--- src/rtl/imm_ext_arbiter.sv ---
// Two-port round-robin arbiter in front of one shared 16->32 immediate extender.
// The result is registered; out_valid/out_ready is a standard valid/ready handshake.
module imm_ext_arbiter #(
  parameter int IMM_W = 16,
  parameter int OUT_W = 32
) (
  input  logic             clk,
  input  logic             rst,
  input  logic             req0_valid,
  output logic             req0_ready,
  input  logic [IMM_W-1:0] req0_imm,
  input  logic [1:0]       req0_mode,
  input  logic             req1_valid,
  output logic             req1_ready,
  input  logic [IMM_W-1:0] req1_imm,
  input  logic [1:0]       req1_mode,
  output logic             out_valid,
  input  logic             out_ready,
  output logic [OUT_W-1:0] out_data,
  output logic             out_src,
  output logic [1:0]       out_mode
);

  // Handshake: a requester transfers on the cycle reqN_valid & reqN_ready;
  // the consumer takes a result on the cycle out_valid & out_ready.

  if (OUT_W < IMM_W + 2) begin : g_bad_width
    $error("imm_ext_arbiter: OUT_W must be at least IMM_W+2");
  end

  typedef enum logic {EMPTY = 1'b0, FULL = 1'b1} state_t;

  state_t state, state_next;
  logic   rr, rr_next;
  logic   accept, gnt0, gnt1;
  logic [IMM_W-1:0] sel_imm;
  logic [1:0]       sel_mode;

  function automatic logic [OUT_W-1:0] extend(input logic [IMM_W-1:0] imm,
                                              input logic [1:0] mode);
    logic [OUT_W-1:0] sx;
    sx = {{(OUT_W-IMM_W){imm[IMM_W-1]}}, imm};
    case (mode)
      2'b00:   extend = {{(OUT_W-IMM_W){1'b0}}, imm};
      2'b01:   extend = sx;
      2'b10:   extend = {imm, {(OUT_W-IMM_W){1'b0}}};
      default: extend = sx << 2;
    endcase
  endfunction

  // rr names the preferred requester when both are valid.
  always_comb begin
    accept     = (state == EMPTY) || out_ready;
    gnt0       = !rst && accept && req0_valid && (!req1_valid || !rr);
    gnt1       = !rst && accept && req1_valid && (!req0_valid || rr);
    rr_next    = rr;
    state_next = state;
    sel_imm    = gnt1 ? req1_imm : req0_imm;
    sel_mode   = gnt1 ? req1_mode : req0_mode;
    if (gnt0 || gnt1) begin
      rr_next    = gnt0;
      state_next = FULL;
    end else if (out_ready) begin
      state_next = EMPTY;
    end
  end

  always_ff @(posedge clk) begin
    if (rst) begin
      state <= EMPTY;
      rr    <= 1'b0;
    end else begin
      state <= state_next;
      rr    <= rr_next;
    end
  end

  always_ff @(posedge clk) begin
    if (rst) begin
      out_data <= '0;
      out_src  <= 1'b0;
      out_mode <= 2'b00;
    end else if (gnt0 || gnt1) begin
      out_data <= extend(sel_imm, sel_mode);
      out_src  <= gnt1;
      out_mode <= sel_mode;
    end
  end

  assign req0_ready = gnt0;
  assign req1_ready = gnt1;
  assign out_valid  = (state == FULL);

endmodule

--- config.mk ---
export PLATFORM = sky130hd
export DESIGN_NAME = imm_ext_arbiter
export DESIGN_NICKNAME = d
export VERILOG_FILES = /design/src/rtl/imm_ext_arbiter.sv
export SDC_FILE = /design/constraint.sdc
export NUM_CORES = 1
export LEC_CHECK = 0
export ABC_AREA = 1
export CORE_MARGIN = 2
export CORE_UTILIZATION = 41
export CTS_CLUSTER_DIAMETER = 50
export CTS_CLUSTER_SIZE = 25
export DETAILED_ROUTE_END_ITERATION = 12
export PLACE_DENSITY = 0.77
export SLEW_MARGIN = 0
export SYNTH_ARGS = -nofsm -noshare
export SYNTH_HDL_FRONTEND = slang
export SYNTH_SLANG_ARGS = --single-unit
--- constraint.sdc ---
create_clock -name clk -period 1.5 [get_ports clk]
set_clock_uncertainty 0.05 [all_clocks]
set_input_delay 0.15 -clock clk [delete_from_list [all_inputs] [get_ports clk]]
set_output_delay 0.15 -clock clk [all_outputs]
set_load 0.03 [all_outputs]
## Word-level counts from Yosys, hierarchy flattened

Cells that the tools add are included.

| storage, ports and cells | value |
|---|---|
| memory bits (read-only) | 0 |
| bits in writable memories | 0 |
| memories | 0 |
| output and inout port bits | 38 |
| latch bits | 0 |
| register bits after elaboration | 37 |

| operators by class | value |
|---|---|
| bitwise operators | 1 |
| div/mod/pow operators | 0 |
| $lt $le $gt $ge | 0 |
| equal/unequal tests | 2 |
| mux-type cells | 5 |
| shift-type cells | 0 |
| multiply operators | 0 |
| add/subtract/negate cells | 0 |
| reductions and logical operators | 15 |

Operator list:

| cell | count |
|---|---|
| $pmux W32 S3 | 1 |
| $mux W16 | 1 |
| $logic_and A1 B1 Y1 | 5 |
| $logic_not A1 Y1 | 4 |
| $logic_or A1 B1 Y1 | 4 |
| $eq A2 B1 Y1 const B | 1 |
| $eq A2 B2 Y1 const B | 1 |
| $logic_not A2 Y1 | 1 |
| $mux W1 | 2 |
| $mux W2 | 1 |
| $reduce_bool A2 Y1 | 1 |
| $not A1 Y1 | 1 |

## Longest topological paths before layout

| logic depth | value |
|---|---|
| depth in word-level cells | 8 |
| mapped depth | 11 |
| depth with buffers taken out | 9 |

## Worst setup path after synthesis

Ideal clock, no wire load.

| timing | value |
|---|---|
| path type | flip-flop to flip-flop |
| start point | register state, in the netlist out_valid |
| end point | register out_data[23] |
| cell stages (with the launch flop) | 11 |
| data arrival time | 1.403 ns |
| setup slack | -0.070 ns |
| buffers on the path | 2 |
| library setup time | 0.117 ns |
| path through | dfxtp_1 a21oi_4 nand2_2 nand2_1 nand2_2 buf_4 buf_6 nand3_1 nand2_1 nor2_1 nor2_1 |

| on the way | value |
|---|---|
| word-level cells in the longest chain between the ends | 8 |
| elaborated cells on any way between the ends | 14 |
| those cells by class | 2 x eq/ne; 3 x mux; 1 x bitwise; 8 x reduce/logical |

Ends and longest elaborated chain:

| what | line | source |
|---|---|---|
| from (decl) | 33 | `state_t state, state_next;` |
| from (signal assigned) | 73 | `state <= state_next;` |
| $not A1 Y1 * | 53 | `accept = (state == EMPTY) \|\| out_ready;` |
| $logic_or A1 B1 Y1 * | 53 |  |
| $logic_and A1 B1 Y1 * | 54, 55 |  |
| $logic_and A1 B1 Y1 (2 in a row) | 55 | `gnt1 = !rst && accept && req1_valid && (!req0_valid \|\| rr);` |
| $mux W2 | 59 | `sel_mode = gnt1 ? req1_mode : req0_mode;` |
| $eq A2 B2 Y1 (tied with other cells) | 43 | `case (mode)` |
| $pmux W32 S3 | 43 |  |
| to (signal assigned) | 84 | `out_data <= extend(sel_imm, sel_mode);` |
| to (decl) | 19 | `output logic [OUT_W-1:0] out_data,` |

Mark *: on every way between the ends. The rest lies on a longest branch, timed or not.
A chain may end at the register's enable or synchronous reset.

## Worst setup path in the final report

| timing | value |
|---|---|
| start point | register rr |
| end point | register out_data[18] |

| on the way | value |
|---|---|
| word-level cells in the longest chain between the ends | 5 |
| elaborated cells on any way between the ends | 12 |
| those cells by class | 2 x eq/ne; 3 x mux; 7 x reduce/logical |

Ends and longest elaborated chain:

| what | line | source |
|---|---|---|
| from (decl) | 34 | `logic rr, rr_next;` |
| from (signal assigned) | 74 | `rr <= rr_next;` |
| $logic_or A1 B1 Y1 | 55 |  |
| $logic_and A1 B1 Y1 | 55 |  |
| $mux W2 | 59 |  |
| $eq A2 B2 Y1 (tied with other cells) | 43 |  |
| $pmux W32 S3 | 43 |  |

Parallel ways exist; a longest one is shown, timed or not.

==> flow_summary.toml <==
[routing]
drt_iter0_markers = 320
ant_nets = 0
drt_first_pass_iters = 5
routed_wirelength_microns = 8770
vias_per_cell = 5.50
vias = 2798
wl_per_cell_microns = 17.2
drc_errors = 0

[logic_synthesis]
synthesis.area_sq_mm = 0.00219
yosys-top-cells-area = "dfxtp_1 (34%), nand2_1 (17%), nand3_1 (11%), nor2_1 (11%), buf_6 (4.6%)"
async_reset_ff_share_pct = 0
yosysSeqAreaShare_pct = 33.9
yosysTopAreaCell = "dfxtp_1"
synth_cell_types = 22
synth-main-ff-cell = "dfxtp_1"
syn_inst = 332
yosys.area.top_type_share_pct = 33.9
syn_nets = 373
synth_edf_count = 0
yosys_warnings = 0
synth_area_per_cell_sq_um = 6.59
synth_seq_cells = 37

[floorplanning]
io-pin-count = 79
core_area_sq_mm = 0.00514
die_width_microns = 77.0
core.rowCount = 26
dieArea_sq_mm = 0.00593
fp.dieH_microns = 77.0
start_util_pct = 42.6

[final_layout]
design_area_sq_mm = 0.00379
num_antenna_cells = 0
area_delta_synth_final_pct = 73.2
layout_common_cells = "nand2_1 (80), nor2_1 (54), clkdlybuf4s50_1 (37)"
drive_gt1_share_pct = 29.4
mostFrequentLayoutCell = "nand2_1"
final_net_count = 479
finalNonFillerCells = 509

[global_routing]
grt_start_max_net_pins = 34
grt_util_all_layers_pct = 25.9
grt_overflow = 0
grt_pass1_vias = 2586
grt_antenna_before_repair = 0
grt_pass1_wl_microns = 12300

[worst_hold_path]
min-delay-start = "out_ready"
hold_class = "in2reg"
hold_path_end = "out_valid$_SDFFE_PP0P_"
whs_path_depth = 4

[sta]
worst_pin_slew_ns = 0.460
rsz0062_at_grt = "true"
fmax_mhz = 596
maxSlewViolCount = 0
hold_viol = 0
fin_crit_ns = 1.68
fin_crit_sh_pct = 112
setup_viol = 35
relSlewSlack_pct = 69.3
finalWorstSetupSlack_ns = -0.177
whs_ns = 0.226
fin_setup_tns_ns = -3.88

[placed_design]
dpl.cell_count = 484
dpl_cell_area_sq_mm = 0.00314
gp_congestion = 0.904
port_buffers = 78
dp_slack_ns = -0.514
hpwl_microns = 4590

[critical_path]
critPathMaxFanout = 10
crit_path_end_kind = "register"
slowest_stage = "dfxtp_2"
critPathRequiredTime_ns = 1.68
crit_chain = "inv_2, a21oi_4, buf_8, nand3_2, nand2_4, buf_12, nand3_1, nand2_1, nor2_2, nor2_1"
r2r-start = "rr$_SDFFE_PP0P_"
path_buf_inv = 3
critPathLaunchType = "register"
arrival_ns = 1.86
cpPeakStageDelay_ns = 0.34
critical_path_class = "reg2reg"
crit_family = "simple AND/OR/NAND/NOR gates"
crit_start = "rr$_SDFFE_PP0P_"
r2r_setup_slack_ns = -0.18
r2r_end = "out_data[18]$_SDFFE_PP0P_"
rr_worst_depth = 10

[pwr]
powerDensity_mw_per_mm2 = 848
p_leak_uw = 0.00189
vdd_drop_max_uv = 454

[clocking]
clockRootBuffer = "clkbuf_8"
htree_num_levels = 2
cts.sinks = 37
cts_tree = "built"
ctsHoldBuffers = 0
clockBufferDepth = 2
clock_latency_ns = 0.29
cts_buffers = 5
clk_pin_slew_ns = 0.08

[status]
outcome = "finished with violations"
violations = "negative setup slack"

[flow_run]
drv_cap = 0
[per-layer routing]
layer	vias up	share of wire [%]	wire (microns)	track usage, %
li1	1275	-	-	-
met1	1264	38	3340	30.6
met2	204	48	4170	43.9
met3	55	9.1	801	7.18
met4	0	5.3	462	10.9
met5	-	0	0	0
[report_power, final]
group	total, uW	switching (uW)	internal, uW
Clock	714	393	321
Sequential	1120	45.9	1070
Combinational	1380	807	574
Total	3210	1250	1970
[worst min-delay path: stages]
cell and delay [ns]:
dlygate4sd2_1 0.21, inv_2 0.05, nand2_1 0.05, a21oi_1 0.06
[cells in the mapped netlist (4+ instances only)]
cell type and count:
inv_1 8, dfxtp_1 37, buf_2 4, nand2_2 5, nor2_2 5, nand2_1 98, a21oi_1 9, nor2_1 63
buf_6 9, nand3_1 49, nand2_4 5, o21ai_0 18, buf_4 7
[state kept, by name, indices dropped and copies added (netlist names)]
| register | cells |
|---|---|
| out_data | 32 |
| out_mode | 2 |
| out_src | 1 |
| out_valid | 1 |
| rr | 1 |
[stage by stage]
stage	util, %	power [uW]
2_1_floorplan	-	1800
3_3_place_gp	61.2	2230
3_5_place_dp	61.2	2240
4_1_cts	68.3	3030
5_1_grt	73.7	3350
6_report	73.7	3210
[how the worst max path moves through the flow]
stage	to	slack [ns]	cells past startpoint
floorplan	out_data[23]$_SDFFE_PP0P_	0.01	10
global placement	out_data[13]$_SDFFE_PP0P_	-0.43	10
detailed placement	out_data[11]$_SDFFE_PP0P_	-0.51	10
CTS	out_data[28]$_SDFFE_PP0P_	-0.06	10
global route	out_data[16]$_SDFFE_PP0P_	-0.22	10
finish	out_data[18]$_SDFFE_PP0P_	-0.18	10
[final cells by class]
class                      instances  area (sq um)
timing repair buffer             119          1270
tap                               70          87.6
fill                             387          1350
sequential                        37           743
clock buffer                       5          68.8
multi-input combinational        265          1560
clock inverter                     3          17.5
inverter                          10          40.0
[cell families (layout without fill, tap and decap cells)]
logic type             Yosys count  count (layout)  synth area share [%]
AOI/OAI and AO/OA               30              30                  7.67
buffers and inverters           33             137                  10.2
and+or+nand+nor                232             235                  48.3
DFF                             37              37                  33.9
[what timing repair did]
action / 4_1_cts / 5_1_grt
setup buffers: 7 / 5
gates cloned: 3 / 2
gates resized for setup: 72 / 59
pin swaps: 11 / 24
endpoints found under the setup margin: 60 / 50
(Power assumes the default switching activity.)
